==> config.mk <==
export PLATFORM = sky130hd
export DESIGN_NAME = alu_sequencer
export DESIGN_NICKNAME = d
export VERILOG_FILES = /design/src/rtl/alu_seq_pkg.sv /design/src/rtl/alu_sequencer.sv
export SDC_FILE = /design/constraint.sdc
export NUM_CORES = 1
export LEC_CHECK = 0
export BUFFER_PORTS_ARGS = -buffer_cell sky130_fd_sc_hd__buf_2
export CORE_ASPECT_RATIO = 1.5
export CORE_MARGIN = 3
export CORE_UTILIZATION = 30
export CTS_CLUSTER_DIAMETER = 30
export DETAILED_ROUTE_END_ITERATION = 10
export GPL_TIMING_DRIVEN = 1
export SLEW_MARGIN = 20
export SYNTH_ARGS = -nofsm -noshare
export SYNTH_HDL_FRONTEND = slang
export SYNTH_SLANG_ARGS = --single-unit
==> constraint.sdc <==
create_clock -name clk -period 8.4 [get_ports clk]
set_clock_uncertainty 0.15 [all_clocks]
set_input_delay 0.42 -clock clk [delete_from_list [all_inputs] [get_ports clk]]
set_output_delay 0.42 -clock clk [all_outputs]
set_load 0.01 [all_outputs]
==> src/rtl/alu_seq_pkg.sv <==
// Shared encodings for the multi-byte ALU sequencer: commands, ALU opcodes, FSM states.
// Optional subtraction support is controlled by ALU_SEQ_SUB_EN in alu_sequencer.
package alu_seq_pkg;

   typedef enum logic [1:0] {
      CMD_ADD = 2'd0,
      CMD_ADC = 2'd1,
      CMD_MOV = 2'd2,
      CMD_SUB = 2'd3
   } cmd_e;

   localparam logic [3:0] ALUOP_ADC  = 4'd0;
   localparam logic [3:0] ALUOP_ADD  = 4'd1;
   localparam logic [3:0] ALUOP_PASS = 4'd2;

   typedef enum logic [2:0] {
      ST_IDLE = 3'd0,
      ST_RDA  = 3'd1,
      ST_RDB  = 3'd2,
      ST_EXE  = 3'd3,
      ST_WR   = 3'd4,
      ST_DONE = 3'd5
   } state_e;

   // ADD ignores the incoming carry only on its least significant byte.
   function automatic logic [3:0] alu_op_for(input cmd_e c, input logic first);
      case (c)
         CMD_ADD:          return first ? ALUOP_ADD : ALUOP_ADC;
         CMD_ADC, CMD_SUB: return ALUOP_ADC;
         default:          return ALUOP_PASS;
      endcase
   endfunction

endpackage

==> src/rtl/alu_sequencer.sv <==
// Sequences byte-wise ADD/ADC/MOV (and SUB when ALU_SEQ_SUB_EN is defined) over little-endian
// RAM operands through an external combinational 8-bit ALU, keeping carry/zero flags.
module alu_sequencer
   import alu_seq_pkg::*;
#(
   parameter int AW   = 8,
   parameter int LENW = 4
) (
   input  logic            clk,
   input  logic            rst,
   input  logic            start,
   input  logic [1:0]      cmd,
   input  logic [LENW-1:0] len,
   input  logic [AW-1:0]   base_a,
   input  logic [AW-1:0]   base_b,
   input  logic [AW-1:0]   base_d,
   output logic            busy,
   output logic            done,
   output logic            carry_flag,
   output logic            zero_flag,
   output logic [AW-1:0]   mem_addr,
   output logic            mem_we,
   output logic [7:0]      mem_wdata,
   input  logic [7:0]      mem_rdata,
   output logic [7:0]      alu_a,
   output logic [7:0]      alu_b,
   output logic            alu_carry,
   output logic [3:0]      alu_op,
   input  logic [7:0]      alu_c,
   input  logic            alu_carry_out,
   input  logic            alu_zero
);

   state_e            r_state;
   cmd_e              r_cmd;
   logic [LENW-1:0]   r_len, r_idx;
   logic [AW-1:0]     r_base_a, r_base_b, r_base_d;
   logic              r_chain, r_zacc, r_res_carry;
   logic [7:0]        r_a, r_b;
   logic [3:0]        r_op;
   logic [AW-1:0]     r_mem_addr;
   logic              r_mem_we;
   logic [7:0]        r_mem_wdata;
   logic              r_busy, r_done, r_carry_flag, r_zero_flag;

   cmd_e              w_cmd_eff;
   logic              w_chain_init, w_movlike, w_chain_next, w_zacc_next, w_last;
   logic [LENW-1:0]   w_idx_next;
   logic [AW-1:0]     w_idx_ext;
   logic [7:0]        w_b_in;
   logic              w_unused;

`ifdef ALU_SEQ_SUB_EN
   assign w_cmd_eff = cmd_e'(cmd);
   assign w_b_in    = (r_cmd == CMD_SUB) ? ~mem_rdata : mem_rdata;
`else
   // Without subtraction support, SUB is folded into MOV at command latch time.
   assign w_cmd_eff = (cmd == CMD_SUB) ? CMD_MOV : cmd_e'(cmd);
   assign w_b_in    = mem_rdata;
`endif

   assign w_chain_init = (w_cmd_eff == CMD_ADC) ? r_carry_flag : (w_cmd_eff == CMD_SUB);
   assign w_movlike    = (r_cmd == CMD_MOV);
   assign w_chain_next = w_movlike ? r_chain : r_res_carry;
   assign w_zacc_next  = r_zacc & (r_mem_wdata == 8'h00);
   assign w_idx_next   = r_idx + LENW'(1);
   assign w_last       = (w_idx_next == r_len);
   assign w_idx_ext    = AW'(r_idx);
   assign w_unused     = alu_zero;

   always_ff @(posedge clk) begin
      if (rst) begin
         r_state      <= ST_IDLE;
         r_cmd        <= CMD_ADD;
         r_len        <= '0;
         r_idx        <= '0;
         r_base_a     <= '0;
         r_base_b     <= '0;
         r_base_d     <= '0;
         r_chain      <= 1'b0;
         r_zacc       <= 1'b1;
         r_res_carry  <= 1'b0;
         r_a          <= '0;
         r_b          <= '0;
         r_op         <= ALUOP_ADC;
         r_mem_addr   <= '0;
         r_mem_we     <= 1'b0;
         r_mem_wdata  <= '0;
         r_busy       <= 1'b0;
         r_done       <= 1'b0;
         r_carry_flag <= 1'b0;
         r_zero_flag  <= 1'b0;
      end else begin
         r_done   <= 1'b0;
         r_mem_we <= 1'b0;
         case (r_state)
            ST_IDLE: if (start) begin
               r_cmd    <= w_cmd_eff;
               r_len    <= len;
               r_base_a <= base_a;
               r_base_b <= base_b;
               r_base_d <= base_d;
               r_idx    <= '0;
               r_chain  <= w_chain_init;
               r_zacc   <= 1'b1;
               r_busy   <= 1'b1;
               if (len == '0) begin
                  r_state     <= ST_DONE;
                  r_done      <= 1'b1;
                  r_zero_flag <= 1'b1;
               end else begin
                  r_state    <= ST_RDA;
                  r_mem_addr <= base_a;
               end
            end
            ST_RDA: begin
               r_state    <= ST_RDB;
               r_mem_addr <= r_base_b + w_idx_ext;
            end
            ST_RDB: begin
               r_a     <= mem_rdata;
               r_op    <= alu_op_for(r_cmd, r_idx == '0);
               r_state <= ST_EXE;
            end
            ST_EXE: begin
               r_b         <= w_b_in;
               r_mem_wdata <= alu_c;
               r_res_carry <= alu_carry_out;
               r_mem_addr  <= r_base_d + w_idx_ext;
               r_mem_we    <= 1'b1;
               r_state     <= ST_WR;
            end
            ST_WR: begin
               r_chain <= w_chain_next;
               r_zacc  <= w_zacc_next;
               r_idx   <= w_idx_next;
               if (w_last) begin
                  r_state      <= ST_DONE;
                  r_done       <= 1'b1;
                  r_carry_flag <= w_movlike ? 1'b0 : w_chain_next;
                  r_zero_flag  <= w_zacc_next;
               end else begin
                  r_state    <= ST_RDA;
                  r_mem_addr <= r_base_a + AW'(w_idx_next);
               end
            end
            ST_DONE: begin
               r_state <= ST_IDLE;
               r_busy  <= 1'b0;
            end
            default: r_state <= ST_IDLE;
         endcase
      end
   end

   assign busy       = r_busy;
   assign done       = r_done;
   assign carry_flag = r_carry_flag;
   assign zero_flag  = r_zero_flag;
   assign mem_addr   = r_mem_addr;
   assign mem_we     = r_mem_we;
   assign mem_wdata  = r_mem_wdata;
   assign alu_a      = r_a;
   // B is fed straight from the RAM during EXE so the ALU result is ready at the end of EXE.
   assign alu_b      = (r_state == ST_EXE) ? w_b_in : r_b;
   assign alu_carry  = r_chain;
   assign alu_op     = r_op;

endmodule

==> results of run 1 <==
-- cell type report --
cell class                      instances  area [sq um]
Clock buffer                           11           243
Clock inverter                          5           105
Fill cell                            1292          7400
Inverter                                6          22.5
Multi-Input combinational cell        345          1990
Sequential cell                        79          1580
Tap cell                              153           191
Timing Repair Buffer                   94           483
-- critical path, cell delays in order, from the launching register on --
cell and delay [ns]:
dfxtp_1 0.77, and3b_1 0.87, nand2_1 0.11, nand2_1 0.14
ha_1 0.26, a211o_1 0.28, a21oi_1 0.23, a211oi_1 0.13
xnor2_1 0.19, o22ai_1 0.10, a221oi_1 0.25
-- flip-flops by register name, indices dropped and copies added (netlist names) --
name         count
done             1
carry_flag       1
busy             1
r_b              8
mem_addr         8
r_idx            4
zero_flag        1
r_res_carry      1
mem_wdata        8
r_cmd            2
alu_a            8
mem_we           1
r_len            4
alu_op           2
r_zacc           1
r_base_b         8
r_base_a         8
r_base_d         8
alu_carry        1
r_state          3
-- cell families (layout without fill, tap and decap cells) --
family	Yosys count	count (layout)
AOI/OAI and AO/OA	107	107
xor gates and xnor gates	16	16
adders and majority gates	12	12
buffers and inverters	34	116
DFF	79	79
muxes	16	16
other	1	2
and+or+nand+nor	192	192
-- layer usage --
metal	wire (um)	part of all wire [%]	global-route usage, %	vias up
li1	-	-	-	1719
met1	4060	40	17.0	1609
met4	283	2.8	7.25	0
met2	5170	51	25.9	129
met3	619	6.1	3.53	16
met5	0	0	0	-
-- placed cells by master (no fill, tap or decap), types with 3 or more instances in the layout --
cell	instances
o21ai_0	8
a21oi_1	65
nor3_1	7
bufinv_16	3
a211oi_1	7
nand2_1	128
xnor2_1	11
dfxtp_1	79
clkbuf_16	9
nor2b_1	5
buf_2	89
inv_1	6
a21o_1	6
buf_4	5
mux2i_1	16
nand2b_1	3
ha_1	10
a22oi_1	4
nand3_1	6
xor2_1	4
nor2_1	25
nand3b_1	4
-- path summary, 6_finish.rpt --
check                                  from           end  slack (ns)  cells after the start
worst min register to register  mem_addr[0]   mem_addr[0]        0.30                      2
worst max register to register   r_state[1]   mem_addr[7]        4.81                     10
worst max-delay path             r_state[1]   mem_addr[7]        4.81                     10
worst min-delay path               alu_c[2]  mem_wdata[2]        0.17                      3
-- power by group through the flow --
stage	sequential [W]	clock, W	combinational [W]
floorplan	0.000426	0	0.0000992
global placement	0.000428	0	0.000144
detailed placement	0.000430	0	0.000148
CTS	0.000421	0.000458	0.000149
global route	0.000425	0.000475	0.000166
finish	0.000422	0.000450	0.000148
-- through the flow --
stage	instance area (sq um)	setup WS (ns)	util [%]	total power (W)
floorplan	3700	5.64	-	0.000525
global placement	4260	4.90	35.4	0.000573
detailed placement	4260	4.81	35.4	0.000577
CTS	4610	4.79	38.3	0.00103
global route	4610	4.49	38.4	0.00107
finish	4610	4.81	38.4	0.00102
==> impl_metrics.yaml, run 1 <==
status:
  outcome: "finished, final reports clean"
power_and_ir_drop:
  p_per_area_mw_per_mm2: 221
  p_sw_share_pct: 25.5
  p_leak_nw: 2.00
  p_sw_w: 0.000261
  p_clk_share_pct: 44.1
  pwr-share-seq_pct: 41.4
  p_int_w: 0.000760
  peakVddDrop_mv: 0.110
  combPwrFrac_pct: 14.5
sta:
  tightest_slew_ns: 0.901
  hold_ws_ns: 0.174
  slew_viol_final: 0
  timing.setup.tns_ns: 0
  slew_headroom_pct: 39.9
  fmax_mhz: 279
  rsz0062_at_grt: "no"
  min_period_ns: 3.59
  hold_viol: 0
  finalSetupViolCount: 0
  finalCritPeriodShare_pct: 42.7
floorplan:
  rows: 49
  coreArea_sq_mm: 0.0120
  die_area_sq_mm: 0.0137
  io_pins: 93
  start_util_pct: 30.8
  fp.dieH_um: 142
  die_w_um: 96.6
critical_path:
  critPathLaunchType: "flop"
  worst-path-max-fanout: 22
  end_kind: "flop"
  crit_required_ns: 8.49
  path_class: "reg -> reg"
  cp_data_arrival_time_ns: 3.67
flow_run:
  max-cap-violations: 0
global_route:
  grt_pass1_wl_um: 16600
  grt_pass1_vias: 3347
  grtUsageTotal_pct: 14.8
  antenna_found_initial: 0
  gr-total-overflow: 0
  grt_max_degree: 82
synth:
  synth-xor-area-share_pct: 4.16
  synthMuxAreaShare_pct: 4.33
  yosysTopAreaCell: "dfxtp_1"
  synth_top_family_by_area: "simple AND/OR/NAND/NOR gates"
  ys_top_cells_by_count: "nand2_1 (128), dfxtp_1 (79), a21oi_1 (65)"
  yosys_most_used_dff: "dfxtp_1"
  yosysWarnings: 0
  yosys-top-cells-area: "dfxtp_1 (43%), nand2_1 (13%), a21oi_1 (8.8%)"
  yosysMostFrequentCell: "nand2_1"
  syn_avg_cell_area_sq_um: 8.09
  synth_fa_ha_area_share_pct: 4.47
  ys_seq_elements: 79
  synth_cell_types: 52
  syn_inst: 457
  synth_edf_count: 0
  yosys.area.top_type_share_pct: 42.8
  synthArstFlopShare_pct: 0
  syn-cell-area_sq_mm: 0.00370
  ys_seq_area_share_pct: 42.8
  synth_compound_area_share_pct: 17.7
  synth-simple-area-share_pct: 22.5
place:
  portBuffers: 89
  place_congestion: 0.883
  place_inst: 677
  dpl.hpwl_um: 7240
layout:
  stdcell_count: 693
  final_layout_size_suffix_gt1_share_pct: 21.7
  area_growth_pct: 24.7
  fin_nets: 598
  antennaDiodeCount: 0
clocking:
  clockBufferDepth: 2
  cts_resized: 0
  cts_tree: "yes"
  cts_setup_buffers: 0
  clk_latency_ns: 0.33
  clk_pin_slew_ns: 0.06
  cts.sinks: 79
  postCtsHoldBufs: 0
  cts-htree-levels: 3
  numCtsBuffers: 9
  cts-root-buf: "clkbuf_16"
drt:
  drc: 0
  drt-initial-drc-count: 262
  firstDrtPassIters: 6
  wirelength_um: 10100
  ant_nets: 0
  wl_per_cell_um: 14.6
  vias: 3473
  viasPerCell: 5.01
hold_path:
  hold_class: "in -> reg"
(Power assumes the default switching activity.)
==> run 2: changes to the inputs <==
Settings changed: ABC_AREA from default to 1.
Clock period 8.4 ns to 3.5 ns, I/O delays scaled along.
==> run 2 against run 1 <==
Against the previous run:
- non-clock buffer count rose by 37
- setup slack got worse by 4.1 ns
- global-route usage grew 0.92 points
- area after synthesis grew 0.37%
- power increased by 130%
- highest routed layer unchanged
- sequential cell count unchanged
- critical path type unchanged
- sequential power grew 140%
- design area up 6.5%
- count of clock-buffer cells in the layout grew 3
- critical path depth grew 6
- sequential share of layout area shrank 2.1 points
==> impl_metrics.yaml, run 2 <==
sta:
  min_period_ns: 2.80
  finalCritPeriodShare_pct: 80.0
  fmax_mhz: 357
  finalSetupViolCount: 0
  slew_headroom_pct: 65.5
  timing.setup.tns_ns: 0
  hold_viol: 0
  rsz0062_at_grt: "no"
  tightest_slew_ns: 0.518
  slew_viol_final: 0
drt:
  vias: 3805
  viasPerCell: 4.70
  firstDrtPassIters: 6
  wl_per_cell_um: 13.2
  wirelength_um: 10700
  ant_nets: 0
  drt-initial-drc-count: 161
  drc: 0
floorplan:
  coreArea_sq_mm: 0.0120
  rows: 49
  start_util_pct: 30.9
  io_pins: 93
  die_area_sq_mm: 0.0138
  die_w_um: 96.8
  fp.dieH_um: 142
clocking:
  cts_resized: 0
  cts-root-buf: "clkbuf_16"
  cts.sinks: 79
  postCtsHoldBufs: 37
  clockBufferDepth: 2
  clk_pin_slew_ns: 0.06
  cts-htree-levels: 3
  numCtsBuffers: 9
  cts_setup_buffers: 0
  cts_tree: "yes"
  clk_latency_ns: 0.33
power_and_ir_drop:
  p_per_area_mw_per_mm2: 473
  p_leak_nw: 2.36
  peakVddDrop_mv: 0.284
  finalPower_w: 0.00232
layout:
  final_cell_mix: "nand2_1 (102), nor2_1 (96), buf_2 (89), dfxtp_1 (79), o21ai_0 (68)"
  final_layout_size_suffix_gt1_share_pct: 18.0
  fin_nets: 716
  antennaDiodeCount: 0
  area_growth_pct: 32.4
  multi_input_area_sq_mm: 0.00185
  layout_commonest_cell: "nand2_1"
  regArea_sq_mm: 0.00158
  nFillCells: 1317
synth:
  synthArstFlopShare_pct: 0
  yosysTopAreaCell: "dfxtp_1"
  yosys.area.top_type_share_pct: 42.6
  ys_seq_area_share_pct: 42.6
  syn_avg_cell_area_sq_um: 6.96
  yosys-top-cells-area: "dfxtp_1 (43%), nand2_1 (10%), nor2_1 (9.7%)"
  syn-cell-area_sq_mm: 0.00371
  synth_cell_types: 32
  ys_top_cells_by_count: "nand2_1 (102), nor2_1 (96), dfxtp_1 (79)"
  ys_seq_elements: 79
  yosys_most_used_dff: "dfxtp_1"
  syn_inst: 533
  yosysMostFrequentCell: "nand2_1"
  yosysWarnings: 0
  synth_edf_count: 0
critical_path:
  critical-path-top-delay-family: "simple AND/OR/NAND/NOR gates"
  rr_worst_depth: 16
  end_kind: "flop"
  crit_required_ns: 3.57
  crit_path_top_delay_cell: "dfxtp_1"
  reg2reg_from: "r_state[2]"
  cp_data_arrival_time_ns: 2.87
  rr_endpoint: "mem_addr[6]"
  path_class: "reg -> reg"
  reg2reg_setup_slack_ns: 0.70
  critPathLaunchType: "flop"
  crit_chain: "inv_2, nand3_1, buf_4, o21ai_0, ha_1, fa_1, nand2_1, a21boi_0, nor2_1, nor2_1, nand2_1, nand2_1, nand3_1, nand2_1, nor2_1, nor2_1"
  slowest_delay_ns: 0.46
  worst-path-max-fanout: 19
  worst-path-buf-inv: 2
global_route:
  grt_max_degree: 59
  grt_pass1_wl_um: 17600
  gr-total-overflow: 0
  grtUsageTotal_pct: 15.8
  antenna_found_initial: 0
  grt_pass1_vias: 3764
hold_path:
  holdPathStages: 3
  holdPathEnd: "r_base_d[3]"
  hold_start: "base_d[3]"
  hold_class: "in -> reg"
place:
  portBuffers: 89
  place_congestion: 0.903
  dpl.hpwl_um: 7790
status:
  outcome: "finished, final reports clean"
flow_run:
  max-cap-violations: 0
## run 2: cell type report
class,count,area share [%]
Clock buffer,14,5.17
Clock inverter,1,0.102
Inverter,48,3.67
Multi-Input combinational cell,384,37.6
Sequential cell,79,32.2
Tap cell,153,3.90
Timing Repair Buffer,131,17.4
## run 2: cells by family (layout without fill, tap and decap cells)
kind of cell	count (synthesis)	count (layout)	synth area share, %
fa+ha+maj	12	12	4.45
flops	79	79	42.6
other cells	1	2	0.101
buf+inv	71	194	7.72
compound gates	120	120	16.9
simple gates	250	250	28.2
## run 2: tightest hold or removal path: cells and delay by family
kind,cells,cell delay [ns]
AOI/OAI and AO/OA,2,0.19
buffers and inverters,1,0.07
## run 2: power breakdown
group	internal (W)	total, W	switching (W)
logic	0.000182	0.000455	0.000274
clock network	0.000496	0.000837	0.000341
registers	0.000986	0.00103	0.0000458
## run 2: worst max path at each step
stage	start	end	slack [ns]	cells past startpoint
global placement	r_state[2]	mem_addr[6]	0.79	16
floorplan	r_state[2]	mem_addr[6]	0.89	17
finish	r_state[2]	mem_addr[6]	0.70	16
global route	r_state[2]	mem_addr[5]	0.50	13
detailed placement	r_state[2]	mem_addr[5]	0.75	13
CTS	r_state[2]	mem_addr[6]	0.72	16
## run 2: metrics by stage
stage               instance area [sq um]  setup slack [ns]  utilization [%]  instances  hold WS [ns]
floorplan                            3710             0.887                -        534         0.160
global placement                     4280             0.790             35.6        758         0.263
detailed placement                   4280             0.755             35.6        758         0.256
CTS                                  4910             0.722             40.9        810       0.00125
global route                         4910             0.498             40.9        810       0.00705
finish                               4910             0.700             40.9        810       0.00303
## run 2: per-layer routing
metal  GRT usage (%)  wire length, um  vias to the layer above
met5               0                0                        -
met4            6.95              305                        0
met3            3.24              528                       18
met2            29.8             5580                       92
met1            16.8             4280                     1721
li1                -                -                     1974
==> run 3: changes to the inputs <==
Settings changed: ABC_AREA 1 to 0.
Clock period 3.5 ns to 2.4 ns, I/O delays scaled along.
==> run 3 against run 2 <==
Against the previous run:
- the flow now finishes with violations (setup timing)
- critical path depth fell by 5
- non-clock buffer count grew 43
- fmax grew 15%
- die area down 0.35%
- clock power is 79% higher
- combinational power grew 44%
- sequential cell count did not move
- largest power group is now the clock network
- highest routed layer unchanged
- design area up 10%
- wire length shrank 1.1%
- core utilization grew 4.3 points
==> impl_metrics.yaml, run 3 (synthesis results as in run 1) <==
status:
  outcome: "finished, violations left"
  failed_checks: "setup timing"
sta:
  min_period_ns: 2.43
  finalCritPeriodShare_pct: 101
  finalWorstSetupSlack_ns: -0.0304
  slew_headroom_pct: 58.2
  fmax_mhz: 411
  hold_viol: 0
  rsz0062_at_grt: "yes"
  slew_viol_final: 0
  tightest_slew_ns: 0.625
  timing.setup.tns_ns: -0.0304
  finalSetupViolCount: 1
global_route:
  grt_pass1_wl_um: 17200
  gr-total-overflow: 0
  grt_max_degree: 31
  grt_pass1_vias: 3653
  grtUsageTotal_pct: 15.4
  antenna_found_initial: 0
critical_path:
  cpMostUsedCell: "nand2_1"
  cp.depth: 11
  cp-startpoint: "r_state[2]"
  worst-path-buf-inv: 1
  rr_endpoint: "mem_addr[7]"
  crit_path_top_delay_cell: "dfxtp_2"
  crit_chain: "nand3b_1, buf_4, nand2_1, nand2_1, ha_1, o21a_1, a21oi_2, a211oi_2, xnor2_2, o22ai_1, a221oi_1"
  critPathLaunchType: "flop"
  cp_data_arrival_time_ns: 2.52
  worst-path-max-fanout: 4
  critical-path-top-delay-family: "compound AO/OA/AOI/OAI gates"
  slowest_delay_ns: 0.32
  reg2reg_setup_slack_ns: -0.03
  rr_worst_depth: 11
  end_kind: "flop"
  reg2reg_from: "r_state[2]"
  path_class: "reg -> reg"
  crit_required_ns: 2.49
  endpoint: "mem_addr[7]"
layout:
  final_cell_mix: "nand2_1 (124), buf_2 (89), dfxtp_1 (74), a21oi_1 (61), dlygate4sd3_1 (46)"
  area_growth_pct: 46.7
  fin_nets: 678
  nFillCells: 1227
  multi_input_area_sq_mm: 0.00207
  regArea_sq_mm: 0.00159
  layout_commonest_cell: "nand2_1"
  final_layout_size_suffix_gt1_share_pct: 28.4
  antennaDiodeCount: 0
power_and_ir_drop:
  finalPower_w: 0.00362
  p_leak_nw: 2.37
  p_per_area_mw_per_mm2: 667
  peakVddDrop_mv: 0.473
drt:
  ant_nets: 0
  wirelength_um: 10600
  drc: 0
  firstDrtPassIters: 4
  vias: 3734
  drt-initial-drc-count: 204
  viasPerCell: 4.83
  wl_per_cell_um: 13.7
floorplan:
  die_w_um: 96.6
  fp.dieH_um: 142
  io_pins: 93
  start_util_pct: 30.8
  coreArea_sq_mm: 0.0120
  rows: 49
  die_area_sq_mm: 0.0137
place:
  dpl.hpwl_um: 7680
  portBuffers: 89
  place_congestion: 0.848
flow_run:
  max-cap-violations: 0
hold_path:
  hold_start: "cmd[0]"
  hold_class: "in -> reg"
clocking:
  clockBufferDepth: 2
  cts-root-buf: "clkbuf_16"
  cts.sinks: 79
  cts-htree-levels: 3
  numCtsBuffers: 9
  clk_pin_slew_ns: 0.06
  cts_tree: "yes"
  clk_latency_ns: 0.34
-- run 3: changes by cell type in the layout (fill, tap and decap cells not counted), sizes merged, moves of 6 or more --
cell,before,now
nor2,99,26
o21ai,69,8
inv,48,8
buf,94,128
nand2,103,128
nand3,30,6
a21oi,44,65
mux2i,0,16
xnor2,0,11
dlygate4sd3,37,46
a211oi,1,7
a21o,0,6
-- run 3: what timing repair did --
action | CTS | global route
resized for setup | 15 | 10
hold buffers | 46 | 0
buffers inserted | 7 | 1
hold endpoints to repair | 56 | 0
setup endpoints to repair | 4 | 9
pin swaps | 20 | 11
-- run 3: report_power, final --
part	internal (W)	switching [W]
Clock	0.000925	0.000578
Sequential	0.00140	0.0000594
Combinational	0.000310	0.000347
Total	0.00264	0.000985
-- run 3: worst min-delay path, stage by stage --
cell     delay (ns)
buf_2          0.09
nor2b_1        0.14
nand2_1        0.07
a21oi_1        0.05
-- run 3: worst min path at each step --
stage | to | slack, ns | depth (start not counted)
after floorplan | r_res_carry | 0.11 | 2
after global placement | mem_wdata[2] | 0.21 | 3
after detailed placement | mem_wdata[0] | 0.22 | 3
after CTS | r_cmd[0] | 0.04 | 4
after global routing | r_cmd[0] | 0.06 | 4
final | r_cmd[0] | 0.04 | 4
-- run 3: final cells by class --
cell class | instances | share of cell area (%)
Multi-Input combinational cell | 345 | 38.2
Timing Repair Buffer | 174 | 22.5
Inverter | 6 | 0.415
Sequential cell | 79 | 29.3
Clock inverter | 7 | 1.94
Clock buffer | 9 | 4.15
Tap cell | 153 | 3.53
-- run 3: layer usage --
metal	track usage (%)	vias to the layer above	share of wire [%]
met2	28.5	87	54
met1	17.0	1752	40
li1	-	1873	-
met3	2.84	22	3.5
met5	0	-	0
met4	6.95	0	2.5
-- run 3: through the flow --
step | cells | instance area, sq um | utilization [%] | hold slack, ns | setup slack [ns]
after floorplan | 458 | 3740 | - | 0.106 | -0.0846
after global placement | 706 | 4500 | 37.5 | 0.210 | -0.0118
after detailed placement | 706 | 4500 | 37.5 | 0.215 | -0.101
after CTS | 772 | 5390 | 44.9 | 0.0363 | -0.0308
after global routing | 773 | 5430 | 45.1 | 0.0636 | -0.125
final | 773 | 5430 | 45.1 | 0.0385 | -0.0304
